===== config.mk =====
export PLATFORM = sky130hd
export DESIGN_NAME = svutest_req_payload_buffer
export DESIGN_NICKNAME = d
export VERILOG_FILES = /design/src/rtl/svutest_req_payload_buffer.sv
export SDC_FILE = /design/constraint.sdc
export NUM_CORES = 1
export LEC_CHECK = 0
export BUFFER_PORTS_ARGS = -buffer_cell sky130_fd_sc_hd__buf_4
export CAP_MARGIN = 20
export CORE_ASPECT_RATIO = 1.2
export CORE_MARGIN = 1
export CORE_UTILIZATION = 35
export CTS_CLUSTER_SIZE = 28
export DETAILED_ROUTE_END_ITERATION = 10
export PLACE_DENSITY = 0.6
export SYNTH_ARGS = -nofsm -noshare
export SYNTH_HDL_FRONTEND = slang
export SYNTH_SLANG_ARGS = --single-unit

===== constraint.sdc =====
create_clock -name clk -period 3.2 [get_ports clk]
set_input_delay 0.32 -clock clk [delete_from_list [all_inputs] [get_ports clk]]
set_output_delay 0.32 -clock clk [all_outputs]
set_load 0.05 [all_outputs]

===== src/rtl/svutest_req_payload_buffer.sv =====
// ============================================================================
// Module   : svutest_req_payload_buffer
// Brief    : Elastic request FIFO with occupancy and sticky error reporting.
// Revision : 1.0 - initial release
// ============================================================================
`default_nettype none

module svutest_req_payload_buffer #(
    parameter type T_payload      = logic,
    parameter int  DEPTH          = 4,
    parameter int  TIMEOUT_CYCLES = 0
) (
    input  logic                       clk,
    input  logic                       rst,
    input  logic                       in_req,
    input  T_payload                   in_payload,
    output logic                       out_req,
    output T_payload                   out_payload,
    input  logic                       out_rsp,
    output logic [$clog2(DEPTH+1)-1:0] count,
    output logic                       full,
    output logic                       empty,
    output logic                       overflow,
    output logic                       spurious_rsp,
    output logic                       timeout
);

    localparam int PW = $clog2(DEPTH);
    localparam int CW = $clog2(DEPTH+1);
    localparam int WW = (TIMEOUT_CYCLES > 0) ? $clog2(TIMEOUT_CYCLES + 1) : 1;

    localparam logic [PW-1:0] c_ptr_last = PW'(DEPTH - 1);
    localparam logic [CW-1:0] c_depth    = CW'(DEPTH);
    localparam logic [WW-1:0] c_wait_max = '1;
    localparam logic [WW-1:0] c_timeout  = WW'(TIMEOUT_CYCLES);

    T_payload      r_mem [DEPTH];
    logic [PW-1:0] r_wr_ptr;
    logic [PW-1:0] r_rd_ptr;
    logic [CW-1:0] r_count;
    logic [WW-1:0] r_wait;
    logic          r_overflow;
    logic          r_spurious;
    logic          r_timeout;

    logic          w_pop;
    logic          w_push;
    logic          w_full;
    logic          w_empty;
    logic [WW-1:0] w_wait_next;

    assign w_full  = (r_count == c_depth);
    assign w_empty = (r_count == '0);
    assign w_pop   = !w_empty && out_rsp;
    // A pop in the same cycle frees the slot, so a full FIFO still accepts.
    assign w_push  = in_req && (!w_full || w_pop);

    always_comb begin
        w_wait_next = r_wait;
        if (w_empty || w_pop) begin
            w_wait_next = '0;
        end else if (r_wait != c_wait_max) begin
            w_wait_next = r_wait + 1'b1;
        end
    end

    always_ff @(posedge clk) begin
        if (w_push) begin
            r_mem[r_wr_ptr] <= in_payload;
        end
    end

    always_ff @(posedge clk) begin
        if (rst) begin
            r_wr_ptr   <= '0;
            r_rd_ptr   <= '0;
            r_count    <= '0;
            r_wait     <= '0;
            r_overflow <= 1'b0;
            r_spurious <= 1'b0;
            r_timeout  <= 1'b0;
        end else begin
            if (w_push) begin
                r_wr_ptr <= (r_wr_ptr == c_ptr_last) ? '0 : r_wr_ptr + 1'b1;
            end
            if (w_pop) begin
                r_rd_ptr <= (r_rd_ptr == c_ptr_last) ? '0 : r_rd_ptr + 1'b1;
            end
            if (w_push && !w_pop) begin
                r_count <= r_count + 1'b1;
            end else if (w_pop && !w_push) begin
                r_count <= r_count - 1'b1;
            end
            r_wait <= w_wait_next;
            if (in_req && !w_push) begin
                r_overflow <= 1'b1;
            end
            if (out_rsp && w_empty) begin
                r_spurious <= 1'b1;
            end
            if ((TIMEOUT_CYCLES > 0) && (w_wait_next >= c_timeout)) begin
                r_timeout <= 1'b1;
            end
        end
    end

    assign out_req      = !w_empty;
    assign out_payload  = w_empty ? T_payload'('0) : r_mem[r_rd_ptr];
    assign count        = r_count;
    assign full         = w_full;
    assign empty        = w_empty;
    assign overflow     = r_overflow;
    assign spurious_rsp = r_spurious;
    assign timeout      = r_timeout;

endmodule

`default_nettype wire

# After elaboration in Yosys (flattened, before gate mapping)
# Memories as Yosys holds them, arrays and structs flattened. A register that Yosys moved wholly into a read port is not among the register bits.
# Cells that the tools add are included.
totals:
  ff_bits: 9
  elab_cells: 35
  n_memories: 1
  mem_bits_rw: 4
op_classes:
  eq_ne: 3
  n_reduce_logical: 13
  n_addsub: 4
  n_mux: 9
memory_table:
  columns: ["name", "words", "width", "read_ports", "rd_ports_with_merged_regs", "write_ports", "line_no", "rtl"]
  rows:
  - ["r_mem", 4, 1, 1, 1, 1, "37", "T_payload r_mem [DEPTH];"]
op_table:
  columns: ["operator", "n"]
  rows:
  - ["2-to-1 mux 2 bit", 4]
  - ["logical AND 1 bit", 6]
  - ["2-to-1 mux 3 bit", 2]
  - ["adder 2 x 1 -> 2 bit, second input constant", 2]
  - ["== test 2 bit, second input constant", 2]
  - ["zero test 1 bit", 4]
  - ["adder 3 x 1 -> 3 bit, second input constant", 1]
  - ["== test 3 bit, second input constant", 1]
  - ["zero test 3 bit", 1]
  - ["2-to-1 mux 1 bit", 3]
  - ["subtractor 3 x 1 -> 3 bit, second input constant", 1]
  - ["nonzero test 2 bit", 1]
  - ["logical OR 1 bit", 1]

# Depth between registers and ports, before layout
logic_depth:
  ltp_word: 9
  ltp_mapped: 8
  depth_no_buf: 8

# Worst setup path after synthesis
# OpenSTA, ideal clock, no wires.
synth_timing:
  path_type: "reg2out"
  start: "register r_count[0], in the netlist count[0]"
  end: "output out_req"
  slack_ps: 396
  path_stages_with_launch: 3
  required_ps: 2880
  path_buffers: 0
  arrival_ps: 2484
  path_cell_list: "dfxtp_1 -> nor3_1 -> inv_1"
synth_between:
  elab_chain_cells: 2
synth_rtl:
  columns: ["item", "line_no", "rtl"]
  rows:
  - ["start: declaration", "40", "logic [CW-1:0] r_count;"]
  - ["start signal: assignment", "90", "r_count <= r_count + 1'b1;"]
  - ["start signal: assignment", "92", "r_count <= r_count - 1'b1;"]
  - ["zero test 3 bit", "53", "assign w_empty = (r_count == '0);"]
  - ["named net empty", "22", "output logic empty,"]
  - ["zero test 1 bit", "107", "assign out_req = !w_empty;"]
  - ["end: declaration", "17", "output logic out_req,"]
# The timed path passes the listed nets, and every way through them passes these cells.

# Final worst setup path
layout_timing:
  start: "register r_count[0], in the netlist count[0]"
  end: "register r_count[2], in the netlist count[2]"
layout_between:
  elab_chain_cells: 8
layout_rtl:
  columns: ["item", "line_no", "rtl"]
  rows:
  - ["zero test 3 bit", "53", null]
  - ["zero test 1 bit", "54", "assign w_pop = !w_empty && out_rsp;"]
  - ["logical AND 1 bit", "54", null]
  - ["logical OR 1 bit *", "56", "assign w_push = in_req && (!w_full || w_pop);"]
  - ["logical AND 1 bit *", "56", null]
  - ["named net w_push", "47", "logic w_push;"]
  - ["zero test 1 bit", "91", "end else if (w_pop && !w_push) begin"]
  - ["logical AND 1 bit", "91", null]
  - ["nonzero test 2 bit (no line)", null, null]
# Mark *: on every way through the listed nets, which the timed path passes. The rest lies on a longest branch. The select of a mux whose other input is x is not followed.
# A chain may end at the register's enable or synchronous reset.

==> summary.txt <==
Pwr
  • Sequential fraction of design power: around a third
  • Switching Share: about half
  • Peak VDD IR: 0.000662 V
  • Logic pwr share: between 50% and 60%
  • Net Switching: approximately 0.00043 W
  • Total power: a little under 0.0009 W
  • Pint: 0.000457 W
  • Pleak: 0.394 nW
  • Power Dens Cells: 1020 nW/µm²
  • Power share of the clock group: about an eighth

STA
  • Final Critical Period: between 2 and 2.5 ns
  • Max Fclk: 456 MHz
  • Final Max Tran Viols: 0
  • Hold Slack: about 0.24 ns
  • Fin Clk Skew: ~0.0023 ns
  • Fin. Hold Viols: 0
  • Setup violators final: 0
  • Unrepaired setup endpoints after global routing: no
  • Setup TNS: 0 ns
  • Tcrit/Tclk final: 68.5%

Global routing
  • GRT Util Overall: ~11%
  • Antenna violations before repair: 0
  • Busiest grt layer: met2
  • Total gr overflow: 0
  • M3 GR Usage: ~2.1%
  • Largest net degree at the start of global routing: 12
  • Number of global-route vias before repair: approximately 450
  • Met1 usage: roughly 14%
  • Met2 usage: about 17%
  • First-pass GRT wire length: between 1500 and 2000 µm

Setup path
  • Family with the most delay on the worst path: adder cells
  • Worst Path Required: around 3.4 ns
  • Crit end category: flop
  • CP Max Fanout: 7
  • Crit-path max cell delay: ~0.52 ns
  • Crit-path slowest cell: dfxtp_1
  • Setup Crit Path Kind: reg2reg
  • CP arrival: approximately 2.4 ns
  • Critical path startpoint category: flop
  • Worst path bufs/invs: 1
  • Worst path cell trace: nor3b_4, a21boi_4, ha_1, inv_1, fa_1, xor2_1, or3_1, a21oi_1

CTS
  • Skew-Pair Late Insertion Delay: approximately 0.28 ns
  • Clock Tree Root: clkbuf_4
  • Number of gates resized after cts: 0
  • Num CTS Buffers: 3
  • Longest Clk Path Bufs: 2
  • CTS tree: done
  • Sink Count: 15
  • H-tree levels: 1
  • Hold Buf Count CTS: 0
  • Post-CTS setup repair buffer count: 0
  • Clock slew at reported path FFs: ~0.090 ns

Yosys
  • Post-synth EDFFs: 4
  • Yosys Warn Count: 0
  • Post-synth top area share: a little over 30%
  • Top post-synthesis cells by area: dfxtp_1 30%, edfxtp_1 16%, ha_1 10%, mux2i_1 4.1%, and2_2 4.1%
  • Mapped Area: 728 µm²
  • Post-Syn Area per Cell: 11.6 µm²
  • Async set-or-reset flop fraction in the synthesized netlist: 0%
  • FF+latch count, synth: 15
  • Synth Net Count: 75
  • Leading area contributor after synthesis: dfxtp_1
  • Mapped Cells: between 60 and 70
  • Post-synthesis cell type count: 25
  • Sequential area share after synthesis: between 40 and 50%
  • Synth Flop Type: dfxtp_1

Floorplanning
  • Die Footprint: 2270 µm²
  • Die X: between 40 and 50 µm
  • Die extent in y: 52.0 µm
  • Core Footprint: ~1900 µm²
  • Ports: 15
  • # rows: 17
  • Initial Utilization: about two fifths

Finish
  • Fill count: ~180
  • N_diodes: 0
  • P&R area growth vs syn: 18.9%
  • Sequential standard cell area: approximately 340 µm²
  • Final-stage net count: 91
  • Non-Filler Instances: just under 100
  • Area of the multi-input gates: roughly 360 µm²
  • Share of cells above drive strength 1: between 30 and 40%
  • Final core occ: 45.7%

Drt
  • Antenna viol nets, final: 0
  • Wire per inst: between 10 and 15 µm
  • Routed Wire Length: between 1000 and 1500 µm
  • Drc violations: 2
  • Starting DRC count in detailed routing: 2
  • Total number of vias: between 400 and 500
  • Vias/cell: between 4 and 5
  • DRT Pass-1 Iters: 6

Placement
  • Routability cong.: 0.698
  • PortBufs: 13
  • Placed Cells: between 90 and 100
  • DP HPWL: between 800 and 900 µm

Run
  • Max cap viols: 0

Run status
  • Failing checks: design-rule violations
  • Status: finished with violations

Hold path
  • Hold WC Path Type: in2reg
## per-layer routing
layer / vias up / share of wire, %
met3: 2 / 3.4
li1: 242 / -
met2: 11 / 50
met1: 215 / 45
met4: 0 / 0.73
met5: - / 0
## power by group through the flow
stage / combinational (W) / sequential [W] / clock [W]
3_5_place_dp: 0.000489 / 0.000295 / 0
2_1_floorplan: 0.000295 / 0.000362 / 0
3_3_place_gp: 0.000487 / 0.000295 / 0
4_1_cts: 0.000490 / 0.000291 / 0.000112
6_report: 0.000484 / 0.000289 / 0.000109
5_1_grt: 0.000523 / 0.000297 / 0.000121
## stage by stage
step	area [µm²]	worst slack [ns]
5_1_grt	866	0.850
4_1_cts	866	0.986
6_report	866	1.01
3_5_place_dp	838	1.01
2_1_floorplan	728	0.396
3_3_place_gp	838	1.03
## cell type report
class                           count  area share [%]
Tap cell                           19            2.75
Multi-Input combinational cell     41            41.3
Clock inverter                      1           0.578
Inverter                            5            2.17
Clock buffer                        3            2.60
Sequential cell                    15            39.3
Timing Repair Buffer               13            11.3
## synth_stat cells (all sizes together), types with 2 or more instances
master and instances:
mux2i 3, inv 5, nand2b 2, xor2 2
nor3 2, ha 6, a21oi 3, edfxtp 4
and2 4, dfxtp 11, or3 2, nor2 6
## worst paths after layout
kind	from	slack (ns)	end	cells after the start
setup / recovery	count[0]	1.01	count[2]	8
hold / removal	in_payload	0.24	r_mem[3]	1
setup reg to reg	count[0]	1.01	count[2]	8
hold reg to reg	overflow	0.48	overflow	2
## cells in the final DEF (no fill, tap or decap), drive strengths merged
master,netlist,routed
mux2,1,1
buf,1,13
xor2,2,2
mux2i,3,3
o21ai,1,1
a21oi,3,3
and2,4,4
a21boi,1,1
a31oi,1,1
mux4,1,1
clkinv,0,1
nand2,1,1
fa,1,1
inv,5,5
nor2,6,6
conb,1,1
dfxtp,11,11
or3,2,2
nor2b,1,1
clkbuf,1,3
nor3,2,2
edfxtp,4,4
nor3b,1,1
nand2b,2,2
o31ai,1,1
ha,6,6
## cell families (layout without fill, tap and decap cells)
family                     Yosys count  in the layout  share of synthesized area [%]
DFF                                 15             15                           46.7
xor gates and xnor gates             2              2                           2.41
and+or+nand+nor                     19             19                           16.0
buffers and inverters                7             22                           4.12
AOI/OAI and AO/OA                    7              7                           7.90
other                                1              1                          0.515
adders and majority gates            7              7                           13.1
muxes                                5              5                           9.28
No activity file was read; power rests on OpenSTA's default activity.
